## src/rtl/hazard_ctrl_pipe.sv

```systemverilog
// Hazard controller for an in-order pipeline of STAGES registers.
// Drives PC stall plus per-register stall/flush. Handles:
// - data-memory stalls
// - load-use bubbles (LU_BUBBLES per hazard)
// - branch/jump redirects, including one that arrives during an
//   instruction-fetch miss
// - a sequenced mode-switch drain that ends in a one-cycle acknowledge
// Optional macro HAZARD_PERF_EN adds three free-running 32-bit
// performance counters.
module hazard_ctrl_pipe #(
  parameter int STAGES     = 4,
  parameter int RA_W       = 5,
  parameter int LU_BUBBLES = 1
) (
  input  logic              clk,
  input  logic              rst_n,
  input  logic              if_stall,
  input  logic              mem_stall,
  input  logic              redirect,
  input  logic              switch_req,
  input  logic [RA_W-1:0]   id_rs1,
  input  logic [RA_W-1:0]   id_rs2,
  input  logic              id_rs1_used,
  input  logic              id_rs2_used,
  input  logic              ex_is_load,
  input  logic [RA_W-1:0]   ex_rd,
  input  logic              ex_rd_we,
  output logic              pc_stall,
  output logic [STAGES-1:0] stall,
  output logic [STAGES-1:0] flush,
  output logic              switch_ack,
  output logic              busy
`ifdef HAZARD_PERF_EN
  ,
  output logic [31:0]       perf_stall_cyc,
  output logic [31:0]       perf_lu_cnt,
  output logic [31:0]       perf_redir_cnt
`endif
);

  localparam int MAXC = (STAGES > LU_BUBBLES) ? STAGES : LU_BUBBLES;
  localparam int CW   = $clog2(MAXC + 1);

  // Memory stall: freeze every register except the last, which takes a bubble.
  localparam logic [STAGES-1:0] MEM_STALL = {1'b0, {(STAGES-1){1'b1}}};
  localparam logic [STAGES-1:0] MEM_FLUSH = {1'b1, {(STAGES-1){1'b0}}};
  localparam logic [STAGES-1:0] BIT0      = STAGES'(1);
  localparam logic [STAGES-1:0] BIT1      = STAGES'(2);

  typedef enum logic [2:0] {
    S_RUN,
    S_LU_HOLD,
    S_REDIR_WAIT,
    S_DRAIN,
    S_SWITCH
  } state_t;

  state_t          state_reg, state_next;
  logic [CW-1:0]   cnt_reg, cnt_next;

  logic              pc_stall_c;
  logic [STAGES-1:0] stall_c;
  logic [STAGES-1:0] flush_c;
  logic              ack_c;
  logic              lu_hit;
  logic              lu_take;
  logic              redir_take;

  assign lu_hit = ex_is_load & ex_rd_we & (ex_rd != '0) &
                  ((id_rs1_used & (id_rs1 == ex_rd)) |
                   (id_rs2_used & (id_rs2 == ex_rd)));

  // Output decode and next-state selection, by state and then by input priority.
  always_comb begin
    pc_stall_c = 1'b0;
    stall_c    = '0;
    flush_c    = '0;
    ack_c      = 1'b0;
    lu_take    = 1'b0;
    redir_take = 1'b0;
    state_next = state_reg;
    cnt_next   = cnt_reg;
    case (state_reg)
      S_RUN: begin
        if (mem_stall) begin
          pc_stall_c = 1'b1;
          stall_c    = MEM_STALL;
          flush_c    = MEM_FLUSH;
        end else if (switch_req) begin
          pc_stall_c = 1'b1;
          flush_c    = BIT0;
          state_next = S_DRAIN;
          cnt_next   = CW'(STAGES - 1);
        end else if (redirect) begin
          flush_c    = BIT0 | BIT1;
          redir_take = 1'b1;
          if (if_stall) state_next = S_REDIR_WAIT;
        end else if (lu_hit) begin
          pc_stall_c = 1'b1;
          stall_c    = BIT0;
          flush_c    = BIT1;
          lu_take    = 1'b1;
          if (LU_BUBBLES > 1) begin
            state_next = S_LU_HOLD;
            cnt_next   = CW'(LU_BUBBLES - 1);
          end
        end else if (if_stall) begin
          pc_stall_c = 1'b1;
          flush_c    = BIT0;
        end
      end
      S_LU_HOLD: begin
        if (mem_stall) begin
          // Bubble count stays frozen while memory holds the pipe.
          pc_stall_c = 1'b1;
          stall_c    = MEM_STALL;
          flush_c    = MEM_FLUSH;
        end else if (redirect) begin
          // The stalled ID instruction is on the wrong path; drop the hold.
          flush_c    = BIT0 | BIT1;
          redir_take = 1'b1;
          state_next = S_RUN;
          cnt_next   = '0;
        end else begin
          pc_stall_c = 1'b1;
          stall_c    = BIT0;
          flush_c    = BIT1;
          if (cnt_reg <= CW'(1)) begin
            state_next = S_RUN;
            cnt_next   = '0;
          end else begin
            cnt_next = cnt_reg - CW'(1);
          end
        end
      end
      S_REDIR_WAIT: begin
        if (mem_stall) begin
          pc_stall_c = 1'b1;
          stall_c    = MEM_STALL;
          flush_c    = MEM_FLUSH;
        end else begin
          // The fetch in flight is from the old path; discard it on arrival.
          flush_c = BIT0;
          if (!if_stall) state_next = S_RUN;
        end
      end
      S_DRAIN: begin
        pc_stall_c = 1'b1;
        if (mem_stall) begin
          // IF/ID keeps taking bubbles, so it is flushed rather than held.
          stall_c = MEM_STALL & ~BIT0;
          flush_c = MEM_FLUSH | BIT0;
        end else begin
          flush_c    = BIT0 | (redirect ? BIT1 : '0);
          redir_take = redirect;
          if (cnt_reg <= CW'(1)) begin
            state_next = S_SWITCH;
            cnt_next   = '0;
          end else begin
            cnt_next = cnt_reg - CW'(1);
          end
        end
      end
      S_SWITCH: begin
        ack_c      = 1'b1;
        flush_c    = '1;
        state_next = S_RUN;
      end
      default: begin
        state_next = S_RUN;
        cnt_next   = '0;
      end
    endcase
  end

  // State and counter registers.
  always_ff @(posedge clk or negedge rst_n) begin
    if (!rst_n) begin
      state_reg <= S_RUN;
      cnt_reg   <= '0;
    end else begin
      state_reg <= state_next;
      cnt_reg   <= cnt_next;
    end
  end

  // While reset is held, force every output quiet regardless of inputs.
  assign pc_stall   = rst_n & pc_stall_c;
  assign stall      = rst_n ? stall_c : '0;
  assign flush      = rst_n ? flush_c : '0;
  assign switch_ack = rst_n & ack_c;
  assign busy       = rst_n & (state_reg != S_RUN);

`ifdef HAZARD_PERF_EN
  logic [31:0] perf_stall_reg, perf_lu_reg, perf_redir_reg;

  // Event counters; wrap naturally at 2^32.
  always_ff @(posedge clk or negedge rst_n) begin
    if (!rst_n) begin
      perf_stall_reg <= '0;
      perf_lu_reg    <= '0;
      perf_redir_reg <= '0;
    end else begin
      perf_stall_reg <= perf_stall_reg + 32'(pc_stall_c);
      perf_lu_reg    <= perf_lu_reg + 32'(lu_take);
      perf_redir_reg <= perf_redir_reg + 32'(redir_take);
    end
  end

  assign perf_stall_cyc = perf_stall_reg;
  assign perf_lu_cnt    = perf_lu_reg;
  assign perf_redir_cnt = perf_redir_reg;
`else
  // Event strobes only feed the optional counters.
  logic perf_unused;
  assign perf_unused = lu_take | redir_take;
`endif

endmodule

```

## config.mk

```make
export PLATFORM = sky130hd
export DESIGN_NAME = hazard_ctrl_pipe
export DESIGN_NICKNAME = d
export VERILOG_FILES = /design/src/rtl/hazard_ctrl_pipe.sv
export SDC_FILE = /design/constraint.sdc
export NUM_CORES = 1
export LEC_CHECK = 0
export CAP_MARGIN = 10
export CORE_ASPECT_RATIO = 1.5
export CORE_MARGIN = 1.5
export CORE_UTILIZATION = 37
export DETAILED_ROUTE_END_ITERATION = 10
export HOLD_SLACK_MARGIN = 0.03
export PLACE_DENSITY = 0.75
export SYNTH_ARGS = -nofsm -noshare
export SYNTH_HDL_FRONTEND = slang
export SYNTH_SLANG_ARGS = --single-unit
```

## constraint.sdc

```tcl
create_clock -name clk -period 1.75 [get_ports clk]
set_clock_uncertainty 0.1 [all_clocks]
set_input_delay 0.2625 -clock clk [delete_from_list [all_inputs] [get_ports clk]]
set_output_delay 0.2625 -clock clk [all_outputs]
set_load 0.005 [all_outputs]
```

* Word-level counts from Yosys, hierarchy flattened *
Index checks and enable logic that the tools add are counted.

word-level totals
  bits in registers = 6
  latch bits = 0
  memory bits (writable) = 0
  memory bits (read-only) = 0
  bits of input ports = 25
  output and inout bits = 11
  word-level logic and storage cells = 87
  memories kept = 0

cells by class
  add/sub/neg operators = 1
  multipliers = 0
  div/mod/pow operators = 0
  magnitude comparators = 1
  eq/ne operators = 16
  shift operators = 0
  mux-type cells = 51
  bitwise logic cells = 10
  reductions and logical operators = 6

operators by type and width
  operator             count
  $mux 3               21
  $pmux 3 s4           3
  $mux 4               6
  $pmux 4 s5           1
  $mux 1               15
  $ne 2x2->1 const B   7
  $eq 5x5->1           2
  $ne 3x3->1 const B   3
  $reduce_and 9->1     1
  $and 1x1->1          8
  $mux 2               4
  $eq 3x2->1 const B   2
  $reduce_and 5->1     1
  $reduce_bool 5->1    1
  $pmux 1 s4           1
  $eq 3x1->1 const B   1
  $eq 3x3->1 const B   1
  $le 3x1->1 const B   1
  $logic_not 3->1      1
  $reduce_bool 3->1    1
  $sub 3x1->3 const B  1
  $reduce_or 2->1      1
  $not 1->1            1
  $or 1x1->1           1

* Depth between registers and ports, before layout *
Gate-level depths: netlist (run 1).

  depth after elaboration = 10
  mapped depth = 6
  mapped depth without buffers = 6

* Least setup slack after synthesis (run 1) *
Ideal clock, no wire load.

  path type = register -> output
  start point = register state_reg[0]
  end point = output flush[0]
  arrival time = 1.384 ns
  slack = 0.004 ns
  cell stages (with the launch flop) = 6
  cells stage by stage = dfrtp_1 > buf_6 > or3b_4 > o311a_1 > a221oi_2 > o21a_1

on the way
  cells in the longest elaborated chain, start to end = 3

RTL lines
  item                                RTL line  text
  start: declaration                  58        state_t state_reg, state_next;
  start signal: assignment            182       state_reg <= state_next;
  $eq 3x3->1 (tied with other cells)  83        case (state_reg)
  $pmux 4 s5 (*)                      83
  $mux 4 (*)                          190       assign flush = rst_n ? flush_c : '0;
  end: declaration                    30        output logic [STAGES-1:0] flush,

Every way passes the cells marked *; elsewhere a longest branch is shown, timed or not.

* Worst setup path after layout (run 1) *
  start point = register state_reg[1]
  end point = output flush[0]

Same word-level chain as after synthesis.

==> results.cfg, run 1 <==
[status]
status = finished with violations
violations = setup timing

[cts]
root_buffer = clkbuf_4
cts_inserted_buffers = 3
cts_sinks = 6
clk_path_buf_depth = 2
htreeDepth = 1
cts.clk_slew.worst_paths_ns = 0.04
clk_latency_ns = 0.25
cts_hold_buf = 0
tritoncts = built

[synthesis]
ys_seq_elements = 6
synthTopCellsByCount = xor2_1, inv_1, dfrtp_1, nand2_1, o21ai_0
syn_nets = 127
netlist_instances = 100
async_reset_ff_frac = 1.000
yosys.area.top_type = dfrtp_1
synthTopCellsByArea = dfrtp_1, xor2_1, mux2i_1
synth_edf_count = 0
yosys_warnings = 0
yosysTopAreaCellShare = 0.1852
ys.flop_type = dfrtp_1
syn_area_sq_um = 810.8
ys_types = 44
syn_area_per_cell_sq_um = 8.108
seq_area_frac_synth = 0.1852
synth.most_common_cell = xor2_1

[detailed_routing]
drc = 0
drt_wl_total_mm = 3.565
ant_nets = 0
first_iter_violations = 24
num_vias = 1119
vias_per_cell = 5.623
wire_per_inst_microns = 17.91
dr.pass1.iters = 4

[power]
finalPower_uw = 1946
ir_drop_uv = 842.5
p_leak_uw = 0.0007969
p_sw_frac = 0.4081
p_sw_uw = 794.4
share_comb_of_total_power = 0.806
power-per-cell-area_nw_per_um2 = 1150
clkPwrFrac = 0.066
p_seq_frac = 0.128
p_int_uw = 1152

[floorplanning]
dieWidth_microns = 41.22
dieArea_sq_um = 2487
core_area_sq_um = 2052
die_h_microns = 60.33
rows = 20
pin_count = 36
start_util = 0.3951

[worst_setup_path]
endpoint_kind = output port
rr_worst_depth = 9
arrival_ns = 1.74
critPathLaunchType = register
required_ns = 1.39
critPathMaxFanout = 3
critPathKind = reg -> out

[global_route]
grt_use_total = 0.2982
antenna_found_initial = 0
grt_max_degree = 10
busiest_layer = met2
grt-ovfl-total = 0
met3_usage = 0.07692
grt_pass1_wl_mm = 4.919
grt.met1_usage = 0.2788
use_met2 = 0.5313
grt_pass1_vias = 1158

[cells_and_area]
nets = 206
antennaDiodeCount = 0
drive_above_1_share = 0.5424
n_fill_cell = 142
area_growth_pct = 108.8
fin_cells = 199

[timing]
fin_ws_ns = -0.3481
post-route-period-util = 1.199
whs_ns = 0.06971
final_max_slew_viol_count = 0
period_minus_slack_ns = 2.098
hold_violations = 0
setup_viol = 13
rsz0062_at_grt = true
fmax_mhz = 476.6

[place]
placedCellCount = 181
gp_congestion = 0.9025
io_buffers = 34
dp_hpwl_mm = 2.204

[job]
maxCapViolCount = 0

[worst_hold_path]
hold_path_class = in -> async
==> critical path: stages, from the launching register on <==
cell and delay [ns]:
dfrtp_1 0.39, buf_6 0.12, inv_1 0.06, o311a_4 0.39
a221oi_2 0.26, o21a_1 0.15, buf_2 0.10
==> final timing paths <==
kind,startpoint,endpoint,slack [ns]
max in group asynchronous,rst_n,cnt_reg[1]$_DFFE_PN0P_,1.37
max,state_reg[1]$_DFFE_PN0P_,flush[0],-0.35
min in group clk,cnt_reg[2]$_DFFE_PN0P_,cnt_reg[2]$_DFFE_PN0P_,0.43
min,rst_n,state_reg[2]$_DFFE_PN0P_,0.07
max reg2reg,state_reg[2]$_DFFE_PN0P_,cnt_reg[2]$_DFFE_PN0P_,-0.16
min reg2reg,cnt_reg[2]$_DFFE_PN0P_,cnt_reg[2]$_DFFE_PN0P_,0.43
==> placed cells by master, fill, tap and decap left out, drive strengths merged, types with 2 or more instances in the layout <==
cell type	n
o311a	2
nand2	6
or3b	2
nor4	2
nand3	2
mux2	2
a221oi	2
ha	2
dfrtp	6
inv	7
clkbuf	5
nor4b	2
o21ai	6
o21a	2
clkdlybuf4s50	8
dlygate4sd2	12
nor2b	2
buf	57
or3	2
a211oi	2
nand2b	4
nor3	2
xor2	9
nor2	4
and2	2
mux2i	3
o21bai	3
a21o	2
xnor2	2
a21oi	2
==> power groups by stage <==
stage | Clock [uW] | Sequential, uW | Combinational [uW]
after global routing | 147 | 256 | 1690
after detailed placement | 0 | 253 | 1060
after global placement | 0 | 251 | 1030
final | 128 | 249 | 1570
after CTS | 138 | 242 | 1380
after floorplan | 0 | 242 | 536
==> logic make-up (layout without fill, tap and decap cells) <==
kind of cell | count (synthesis) | after routing | share of synthesized area
AO/OA/AOI/OAI | 29 | 29 | 0.2747
XOR/XNOR | 11 | 11 | 0.1188
adder cells (fa/ha/maj) | 2 | 2 | 0.03086
buffers and inverters | 13 | 90 | 0.08642
flip-flops | 6 | 6 | 0.1852
multiplexers | 5 | 5 | 0.06481
other | 1 | 1 | 0.004625
AND/OR/NAND/NOR | 33 | 33 | 0.2346
==> what timing repair did <==
item                                    CTS  global route
resized for setup                       105            21
endpoints found under the setup margin   15            16
buffers inserted                         17             6
pin swaps                                23            11
==> final cells by class <==
type | count | area [sq um] | share of cell area
Clock buffer | 3 | 22.52 | 0.01330
Inverter | 7 | 26.28 | 0.01552
Multi-Input combinational cell | 81 | 782.0 | 0.4619
Sequential cell | 6 | 150.1 | 0.08869
Tap cell | 22 | 27.53 | 0.01626
Timing Repair Buffer | 80 | 684.4 | 0.4043
==> metrics by stage <==
stage	area (sq um)	setup TNS [ns]	worst slack, ns	util
after floorplan	810.8	0	0.003886	-
after global placement	1368	-6.372	-0.8027	0.6665
after detailed placement	1368	-6.715	-0.8343	0.6665
after CTS	1618	-1.548	-0.3046	0.7884
after global routing	1693	-3.133	-0.4268	0.8250
final	1693	-2.203	-0.3481	0.8250
==> per-layer routing <==
layer / wire length, microns / vias to the layer above
met5: 0 / -
met4: 131 / 0
met3: 214 / 12
met2: 1999 / 60
met1: 1220 / 523
li1: - / 524
(Power assumes the default switching activity.)
==> inputs of run 2 (changes only) <==
--- a/config.mk
+++ b/config.mk
@@ -10,6 +10,7 @@
 export CORE_MARGIN = 1.5
 export CORE_UTILIZATION = 37
 export DETAILED_ROUTE_END_ITERATION = 10
+export GPL_TIMING_DRIVEN = 0
 export HOLD_SLACK_MARGIN = 0.03
 export PLACE_DENSITY = 0.75
 export SYNTH_ARGS = -nofsm -noshare
==> results.cfg, run 2 (synthesized netlist as in run 1, its figures left out) <==
[status]
status = finished with violations
violations = setup timing

[floorplanning]
start_util = 0.3951
rows = 20
dieArea_sq_um = 2487
dieWidth_microns = 41.22
core_area_sq_um = 2052
die_h_microns = 60.33
pin_count = 36

[timing]
final_max_slew_viol_count = 0
worst_pin_slew_ns = 0.7109
slew-limit-headroom = 0.5261
setup_viol = 10
post-route-period-util = 1.207
period_minus_slack_ns = 2.113
rsz0062_at_grt = true
fmax_mhz = 473.2
fin_ws_ns = -0.3631
hold_violations = 0

[detailed_routing]
num_vias = 1011
drt_wl_total_mm = 3.042
first_iter_violations = 37
wire_per_inst_microns = 16.90
vias_per_cell = 5.617
drc = 0
ant_nets = 0
dr.pass1.iters = 4

[global_route]
grt_pass1_vias = 1009
grt_use_total = 0.2348
antenna_found_initial = 0
grt_pass1_wl_mm = 4.036
grt_max_degree = 11
grt-ovfl-total = 0

[cells_and_area]
nets = 187
seqCellArea_sq_um = 152.6
post-route-util = 0.7018
antennaDiodeCount = 0
layout_common_cells = buf_4, xor2_1, buf_2
drive_above_1_share = 0.4304
fin_cells = 180
multi_input_area_sq_um = 690.7
area_growth_pct = 77.62
n_fill_cell = 165
final_common_cell = buf_4

[worst_setup_path]
endpoint_kind = output port
arrival_ns = 1.75
critPathKind = reg -> out
critPathLaunchType = register
critPathMaxFanout = 3
required_ns = 1.39

[cts]
cts_inserted_buffers = 3
tritoncts = built
cts.clk_slew.worst_paths_ns = 0.05
root_buffer = clkbuf_4
clk_latency_ns = 0.24
cts_sinks = 6
htreeDepth = 1
clk_path_buf_depth = 2

[place]
placedCellCount = 156
dp_hpwl_mm = 1.877
io_buffers = 34
post-place-ws_ns = -1.127
gp_congestion = 0.9143

[power]
p_leak_uw = 0.0007243
power-per-cell-area_nw_per_um2 = 1037
ir_drop_uv = 788.7
finalPower_uw = 1493

[worst_hold_path]
hold_path_class = in -> reg

[job]
maxCapViolCount = 0
## run 2: cell count changes in the layout (fill, tap and decap cells not counted), moves of 3 or more
cell	delta
buf_6	-16
dlygate4sd2_1	-6
buf_4	-4
dlymetal6s2s_1	+7
nand2b_4	-3
nand2b_1	+3
## run 2: final timing paths
path | from | to | slack (ns) | depth (start not counted)
min | switch_req | state_reg[0]$_DFFE_PN0P_ | 0.32 | 3
max | state_reg[0]$_DFFE_PN0P_ | flush[0] | -0.36 | 6
min in group asynchronous | rst_n | state_reg[0]$_DFFE_PN0P_ | 0.46 | 2
max in group asynchronous | rst_n | state_reg[1]$_DFFE_PN0P_ | 0.84 | 2
min reg2reg | cnt_reg[2]$_DFFE_PN0P_ | cnt_reg[2]$_DFFE_PN0P_ | 0.42 | 1
max reg2reg | state_reg[2]$_DFFE_PN0P_ | cnt_reg[1]$_DFFE_PN0P_ | -0.26 | 4
## run 2: final cells by class
| cell class | instances | area share |
|---|---|---|
| buffer | 6 | 0.03910 |
| clock buffer | 3 | 0.01564 |
| inverter | 7 | 0.01825 |
| multi-input combinational | 81 | 0.4796 |
| sequential | 6 | 0.1060 |
| tap | 22 | 0.01911 |
| timing repair buffer | 55 | 0.3223 |
## run 2: metrics by stage
stage	TNS (ns)	instance area, sq um	hold WS [ns]
2_1_floorplan	0	810.8	-0.1331
3_3_place_gp	-7.673	1179	0.4012
3_5_place_dp	-8.019	1179	0.4002
4_1_cts	-2.862	1294	0.4090
5_1_grt	-2.730	1440	0.3309
6_report	-2.239	1440	0.3181
## run 2: power breakdown
part	switching [uW]	total, uW	internal [uW]	leakage (uW)
clock network	43.7	121	77.2	0.0000138
logic	534	1110	578	0.000637
registers	59.9	260	200	0.0000739
## run 2: critical path, stage by stage (launching register included)
cell and delay (ns):
dfrtp_1 0.39, buf_6 0.14, or3b_4 0.38, o311a_4 0.14, a221oi_2 0.22, o21a_1 0.14, buf_2 0.10
## run 2: layer usage
layer | up-vias | part of all wire | track usage
li1 | 479 | - | -
met1 | 483 | 0.35 | 0.2153
met5 | - | 0 | 0
met4 | 0 | 0.017 | 0.1659
met2 | 45 | 0.56 | 0.4129
met3 | 4 | 0.074 | 0.06227
## run 2: repair_timing
item / in CTS / in global routing
endpoints found under the hold margin: 6 / 0
pin swaps: 12 / 15
endpoints found under the setup margin: 13 / 15
hold buffers: 1 / 0
setup buffers: 10 / 10
resized for setup: 68 / 27
